File: src/rtl/goose_pkg.sv
// Shared types and constants for the goose sprite animation datapath.
package goose_pkg;

  typedef enum logic [1:0] {
    PAUSED    = 2'd0,
    STEP_PEND = 2'd1,
    PLAYING   = 2'd2
  } anim_state_t;

  localparam int unsigned NUM_FRAMES = 4;
  localparam int unsigned CNT_W      = 7;

  // Last hold_cnt value before an advance: 2^(speed+1) - 1.
  function automatic logic [3:0] hold_len(input logic [1:0] speed);
    logic [4:0] len;
    len = 5'd2 << speed;
    return 4'(len - 5'd1);
  endfunction

endpackage

File: src/rtl/goose_anim_sequencer.sv
// Frame-synchronous sprite animation scheduler: run/pause/single-step playback with
// selectable hold length and direction, plus a free-running video frame counter.
module goose_anim_sequencer #(
  parameter int unsigned NUM_FRAMES = goose_pkg::NUM_FRAMES,
  parameter int unsigned CNT_W      = goose_pkg::CNT_W
) (
  input  logic             clk,
  input  logic             reset,
  input  logic             frame_tick,
  input  logic             run,
  input  logic             step_req,
  input  logic [1:0]       speed,
  input  logic             reverse,
  output logic [1:0]       frame_num,
  output logic [CNT_W-1:0] frame_counter,
  output logic             anim_step,
  output logic             loop_done,
  output logic             playing
);
  import goose_pkg::*;

  localparam logic [1:0] LastFrame = 2'(NUM_FRAMES - 1);

  anim_state_t      state_q, state_d;
  logic [3:0]       hold_q, hold_d;
  logic [1:0]       frame_q, frame_d;
  logic [CNT_W-1:0] cnt_q, cnt_d;
  logic             step_q, step_d;
  logic             loop_q, loop_d;
  logic             playing_q;
  logic             advance;

  always_comb begin
    state_d = state_q;
    hold_d  = hold_q;
    cnt_d   = cnt_q;
    advance = 1'b0;
    if (frame_tick) begin
      cnt_d = cnt_q + 1'b1;
      unique case (state_q)
        PAUSED: begin
          if (run) begin
            state_d = PLAYING;
            hold_d  = 4'd0;
          end else if (step_req) begin
            advance = 1'b1;
          end
        end
        STEP_PEND: begin
          advance = 1'b1;
          if (run) begin
            state_d = PLAYING;
            hold_d  = 4'd0;
          end else begin
            state_d = PAUSED;
          end
        end
        PLAYING: begin
          if (!run) begin
            state_d = PAUSED;
          // >= so that lowering speed mid-hold advances on the next tick
          end else if (hold_q >= hold_len(speed)) begin
            advance = 1'b1;
            hold_d  = 4'd0;
          end else begin
            hold_d = hold_q + 4'd1;
          end
        end
        default: state_d = PAUSED;
      endcase
    end else if (state_q == PAUSED && step_req) begin
      state_d = STEP_PEND;
    end
  end

  // Pulses default low every cycle so they last exactly one cycle.
  always_comb begin
    frame_d = frame_q;
    step_d  = 1'b0;
    loop_d  = 1'b0;
    if (advance) begin
      step_d = 1'b1;
      if (reverse) begin
        frame_d = frame_q - 2'd1;
        loop_d  = (frame_q == 2'd0);
      end else begin
        frame_d = frame_q + 2'd1;
        loop_d  = (frame_q == LastFrame);
      end
    end
  end

  always_ff @(posedge clk or posedge reset) begin
    if (reset) begin
      state_q   <= PAUSED;
      hold_q    <= 4'd0;
      frame_q   <= 2'd0;
      cnt_q     <= '0;
      step_q    <= 1'b0;
      loop_q    <= 1'b0;
      playing_q <= 1'b0;
    end else begin
      state_q   <= state_d;
      hold_q    <= hold_d;
      frame_q   <= frame_d;
      cnt_q     <= cnt_d;
      step_q    <= step_d;
      loop_q    <= loop_d;
      playing_q <= (state_d == PLAYING);
    end
  end

  assign frame_num     = frame_q;
  assign frame_counter = cnt_q;
  assign anim_step     = step_q;
  assign loop_done     = loop_q;
  assign playing       = playing_q;

endmodule
File: config.mk
export PLATFORM = sky130hd
export DESIGN_NAME = goose_anim_sequencer
export DESIGN_NICKNAME = d
export VERILOG_FILES = /design/src/rtl/goose_pkg.sv /design/src/rtl/goose_anim_sequencer.sv
export SDC_FILE = /design/constraint.sdc
export NUM_CORES = 1
export LEC_CHECK = 0
export ABC_CLOCK_PERIOD_IN_PS = 2900
export BUFFER_PORTS_ARGS = -buffer_cell sky130_fd_sc_hd__clkbuf_2
export CORE_UTILIZATION = 55
export DETAILED_ROUTE_END_ITERATION = 8
export PLACE_DENSITY_LB_ADDON = 0.25
export SETUP_SLACK_MARGIN = 0.4
export SLEW_MARGIN = 20
export SYNTH_ARGS = -nofsm -noshare
export SYNTH_HDL_FRONTEND = slang
export SYNTH_SLANG_ARGS = --single-unit
File: constraint.sdc
create_clock -name clk -period 2.9 [get_ports clk]
set_input_delay 0.29 -clock clk [delete_from_list [all_inputs] [get_ports clk]]
set_output_delay 0.29 -clock clk [all_outputs]
set_load 0.02 [all_outputs]
* Word level (Yosys, flattened, before mapping)
Index checks and enable logic that the tools add are counted.
Widths: inputs -> output; s select.
** Cells by class
- Mux-type cells :: 20
- Shift operators :: 1
- Reductions and logical operators :: 6
- Equal/unequal tests :: 6
- $lt $le $gt $ge :: 1
- Add/subtract/negate cells :: 5
** Operator list (number)
- $mux 2 :: 6
- $mux 4 :: 3
- $mux 1 :: 8
- $pmux 4 s2 :: 1
- $add 7x1->7 const B :: 1
- $eq 2x2->1 const B :: 3
- $pmux 2 s3 :: 1
- $add 4x1->4 const B :: 1
- $ge 4x4->1 :: 1
- $logic_not 2->1 :: 2
- $reduce_and 4->1 :: 1
- $shl 2x2->4 const A :: 1
- $sub 4x1->4 const B :: 1
- $pmux 1 s3 :: 1
- $add 2x1->2 const B :: 1
- $eq 2x1->1 const B :: 1
- $ne 2x1->1 const B :: 1
- $ne 2x2->1 const B :: 1
- $reduce_bool 2->1 :: 1
- $reduce_or 2->1 :: 1
- $sub 2x1->2 const B :: 1
- $logic_and 1x1->1 :: 1
** Word-level totals
- Output and inout bits :: 12
- Register bits :: 18
- Word-level logic and storage cells :: 46
- Input port bits :: 8

* Longest topological paths before layout
- Depth in word-level cells :: 8
- Mapped depth :: 7
- Gate-level depth less buffers :: 7

* Worst setup path before layout
OpenSTA, ideal clock, no wires.
- Path kind :: reg-to-reg
- Start point :: register hold_q[3]
- End point :: register frame_q[0], in the netlist frame_num[0]
- Required time :: 2.768 ns
- Slack :: 1.337 ns
- Stages on the path, launching flop included :: 7
- Library setup time :: 0.132 ns
- Buffers on the path :: 0
- Clock period less this slack :: 1.563 ns
- Arrival time :: 1.430 ns
- Cell sequence :: dfrtp_1 ha_1 nand2_1 o21ai_2 a41oi_2 or2_4 xnor2_2
** Between the ends
- Cells in the longest elaborated chain, start to end :: 5
** Ends and longest elaborated chain
- from (decl) :: line goose_anim_sequencer.sv:25 : logic [3:0] hold_q, hold_d;
- from (signal assigned) :: line goose_anim_sequencer.sv:104 : hold_q <= hold_d;
- $ge 4x4->1 :: line goose_anim_sequencer.sv:62 : end else if (hold_q >= hold_len(speed)) begin
- $mux 1 :: line goose_anim_sequencer.sv:62
- $mux 1 :: line goose_anim_sequencer.sv:59 : if (!run) begin
- $pmux 1 s3 :: line goose_anim_sequencer.sv:40 : unique case (state_q)
- $mux 1 :: line goose_anim_sequencer.sv:38 : if (frame_tick) begin
- to (signal assigned) :: line goose_anim_sequencer.sv:105 : frame_q <= frame_d;
- to (decl) :: line goose_anim_sequencer.sv:26 : logic [1:0] frame_q, frame_d;
No other way between the ends.
A chain may end at the register's enable or synchronous reset.

* Final worst setup path
Ends and elaborated chain as after synthesis.

==> metrics.yaml <==
cp.required_ns: 3.09
grt_overflow_total: 0
clock_latency_ns: 0.30
cts_tree: "yes"
routed_wl_um: 1437
ctsLongestPathBuffers: 2
drive_gt1_share_pct: 27.52
p_switching_uw: 345.7
drc: 0
setup_viol: 0
fp.dieArea_um2: 1792
relSlewSlack_pct: 56.77
ys_types: 24
placed_cell_area_um2: 998.5
drv_cap: 0
synth.top_cell.area_share_pct: 50.35
maxSlewViolCount: 0
tightestPinTransition_ns: 0.6478
cts-resized-gates: 0
die_x_um: 42.33
cts_setup_buffers: 0
end_kind: "flop"
path_clk_slew_ns: 0.10
critPathMaxStageDelay_ns: 0.42
peakVddDrop_uv: 629.5
num_vias: 652
core_um2: 1506
hold_violations: 0
synthArstFlopShare_pct: 100.0
seqPwrFrac_pct: 47.1
nets: 123
ys_ff_latch: 18
power.total_uw: 883.2
final_area_um2: 1035
die_h_um: 42.33
grt_max_degree: 19
syn_nets: 100
rows: 14
cts.sinks: 18
powerDensity_nw_per_um2: 853.5
yosysTopAreaCell: "dfrtp_1"
io_pins: 20
status: "completed"
cts_made_buffers: 3
grt_pass1_wl_um: 2622
rsz0062_at_grt: "no"
period_share_pct: 56.48
total_leakage_power_uw: 0.0005391
antenna_cells: 0
htreeDepth: 1
synth.most_common_cell: "dfrtp_1"
postRouteAntennaNets: 0
synth_ff_type: "dfrtp_1"
cpMaxStageDelayCell: "dfrtp_1"
clkPwrFrac_pct: 17.3
p_int_uw: 537.5
area_delta_synth_final_pct: 15.66
synth-edff-count: 0
cts_root_buffer: "clkbuf_4"
start_util_pct: 59.39
fin_tns_setup_ns: 0
criticalPathCategory: "flop to flop"
first_pass_iters: 4
finalClockSkew_ns: 0.003650
place_congestion: 0.7239
drt_iter0_drc: 4
yosysSeqAreaShare_pct: 50.35
postCtsHoldBufs: 0
netSwitchingFraction_pct: 39.15
ys_top_cells_by_area: "dfrtp_1 50%, ha_1 7.0%, nand2_1 6.3%, xor2_1 4.9%, xnor2_1 3.9%"
grt_antenna_before_repair: 0
syn-instance-count: 87
crit_arrival_ns: 1.83
viasPerCell: 5.216
synth_common_cells: "18 x dfrtp_1, 15 x nand2_1, 7 x nor2_1"
grtUsageTotal_pct: 20.00
yosysWarningCount: 0
cp_max_fo: 3
fmax_ghz: 0.6106
postSynthAreaPerCell_um2: 10.28
critPathLaunchType: "flop"
min_path_type: "primary input to asynchronous set/reset pin"
period_needed_ns: 1.638
hpwl_um: 1074
grt_pass1_vias: 641
routedWlPerCell_um: 11.50
io_buffer_count: 19
netlist_area_um2: 894.6
power_frac_comb_pct: 35.6
cp_cell_sequence: "ha_1, nand2_1, o21ai_2, a41oi_2, or2_4, xnor2_2"
[cell usage in the layout, fill, tap and decap left out, types with 2 or more instances in the layout]
cell      instances
nand3_1           3
nor2_1            7
o21ai_0           4
clkbuf_2         19
nand2_1          15
inv_1             6
ha_1              5
xnor2_1           4
a21oi_1           4
clkbuf_4          3
dfrtp_1          18
nand2b_1          2
nand4_1           2
xor2_1            5
[routing by layer]
layer  up-vias  routed length, µm  global-route usage, %  part of all wire, %
met2        13                655                  32.92                   46
met5         -                  0                      0                    0
li1        332                  -                      -                    -
met1       302                684                  25.36                   48
met3         5                 56                  2.586                  3.9
met4         0                 41                  11.25                  2.9
[through the flow]
step / hold WS (ns) / instances / worst slack [ns] / util [%]
2_1_floorplan: 0.2286 / 87 / 1.337 / -
3_3_place_gp: 0.3948 / 121 / 1.275 / 66.28
3_5_place_dp: 0.4048 / 121 / 1.231 / 66.28
4_1_cts: 0.07467 / 125 / 1.243 / 68.69
5_1_grt: 0.1157 / 125 / 1.152 / 68.69
6_report: 0.04504 / 125 / 1.262 / 68.69
[path summary, 6_finish.rpt]
path | startpoint | endpoint | slack, ns | cells after the start
setup / recovery | hold_q[3]$_DFFE_PP0P_ | frame_num[0]$_DFFE_PP0P_ | 1.26 | 6
hold / removal | reset | frame_counter[6]$_DFFE_PP0P_ | 0.05 | 2
setup reg to reg | hold_q[3]$_DFFE_PP0P_ | frame_num[0]$_DFFE_PP0P_ | 1.26 | 6
hold reg to reg | frame_counter[5]$_DFFE_PP0P_ | frame_counter[5]$_DFFE_PP0P_ | 0.50 | 1
max in group asynchronous | reset | frame_counter[5]$_DFFE_PP0P_ | 2.44 | 2
min in group clk | step_req | state_q[0]$_DFF_PP0_ | 0.25 | 3
[worst max-delay path: cells and delay by family, from the launching register on]
family	cells	cell delay [ns]
AOI/OAI and AO/OA	2	0.32
DFF	1	0.42
xor gates and xnor gates	1	0.13
and+or+nand+nor	2	0.36
adders and majority gates	1	0.31
[power by group through the flow]
stage               clock network, µW  registers, µW  logic, µW
finish                            153            416        315
global route                      168            429        345
CTS                               155            416        320
detailed placement                  0            421        316
global placement                    0            416        309
floorplan                           0            489        145
[final cells by class]
cell class | count | area [µm²]
clock buffers | 4 | 36.28
fillers | 128 | 471.7
inverters | 6 | 22.52
multi-input cells | 62 | 410.4
flip-flops and latches | 18 | 450.4
well taps | 16 | 20.02
repair buffers | 19 | 95.09
[logic make-up after synthesis]
group | synth area share (%)
AO/OA/AOI/OAI | 9.092
XOR/XNOR | 10.63
adder cells (fa/ha/maj) | 6.993
buffers and inverters | 3.776
flip-flops | 50.35
multiplexers | 1.259
AND/OR/NAND/NOR | 17.90
[state kept, by name, summed over array words and instances, names as in the netlist]
register,cells
frame_num,2
anim_step,1
state_q,2
playing,1
loop_done,1
frame_counter,7
hold_q,4
No activity file was read; power rests on OpenSTA's default activity.
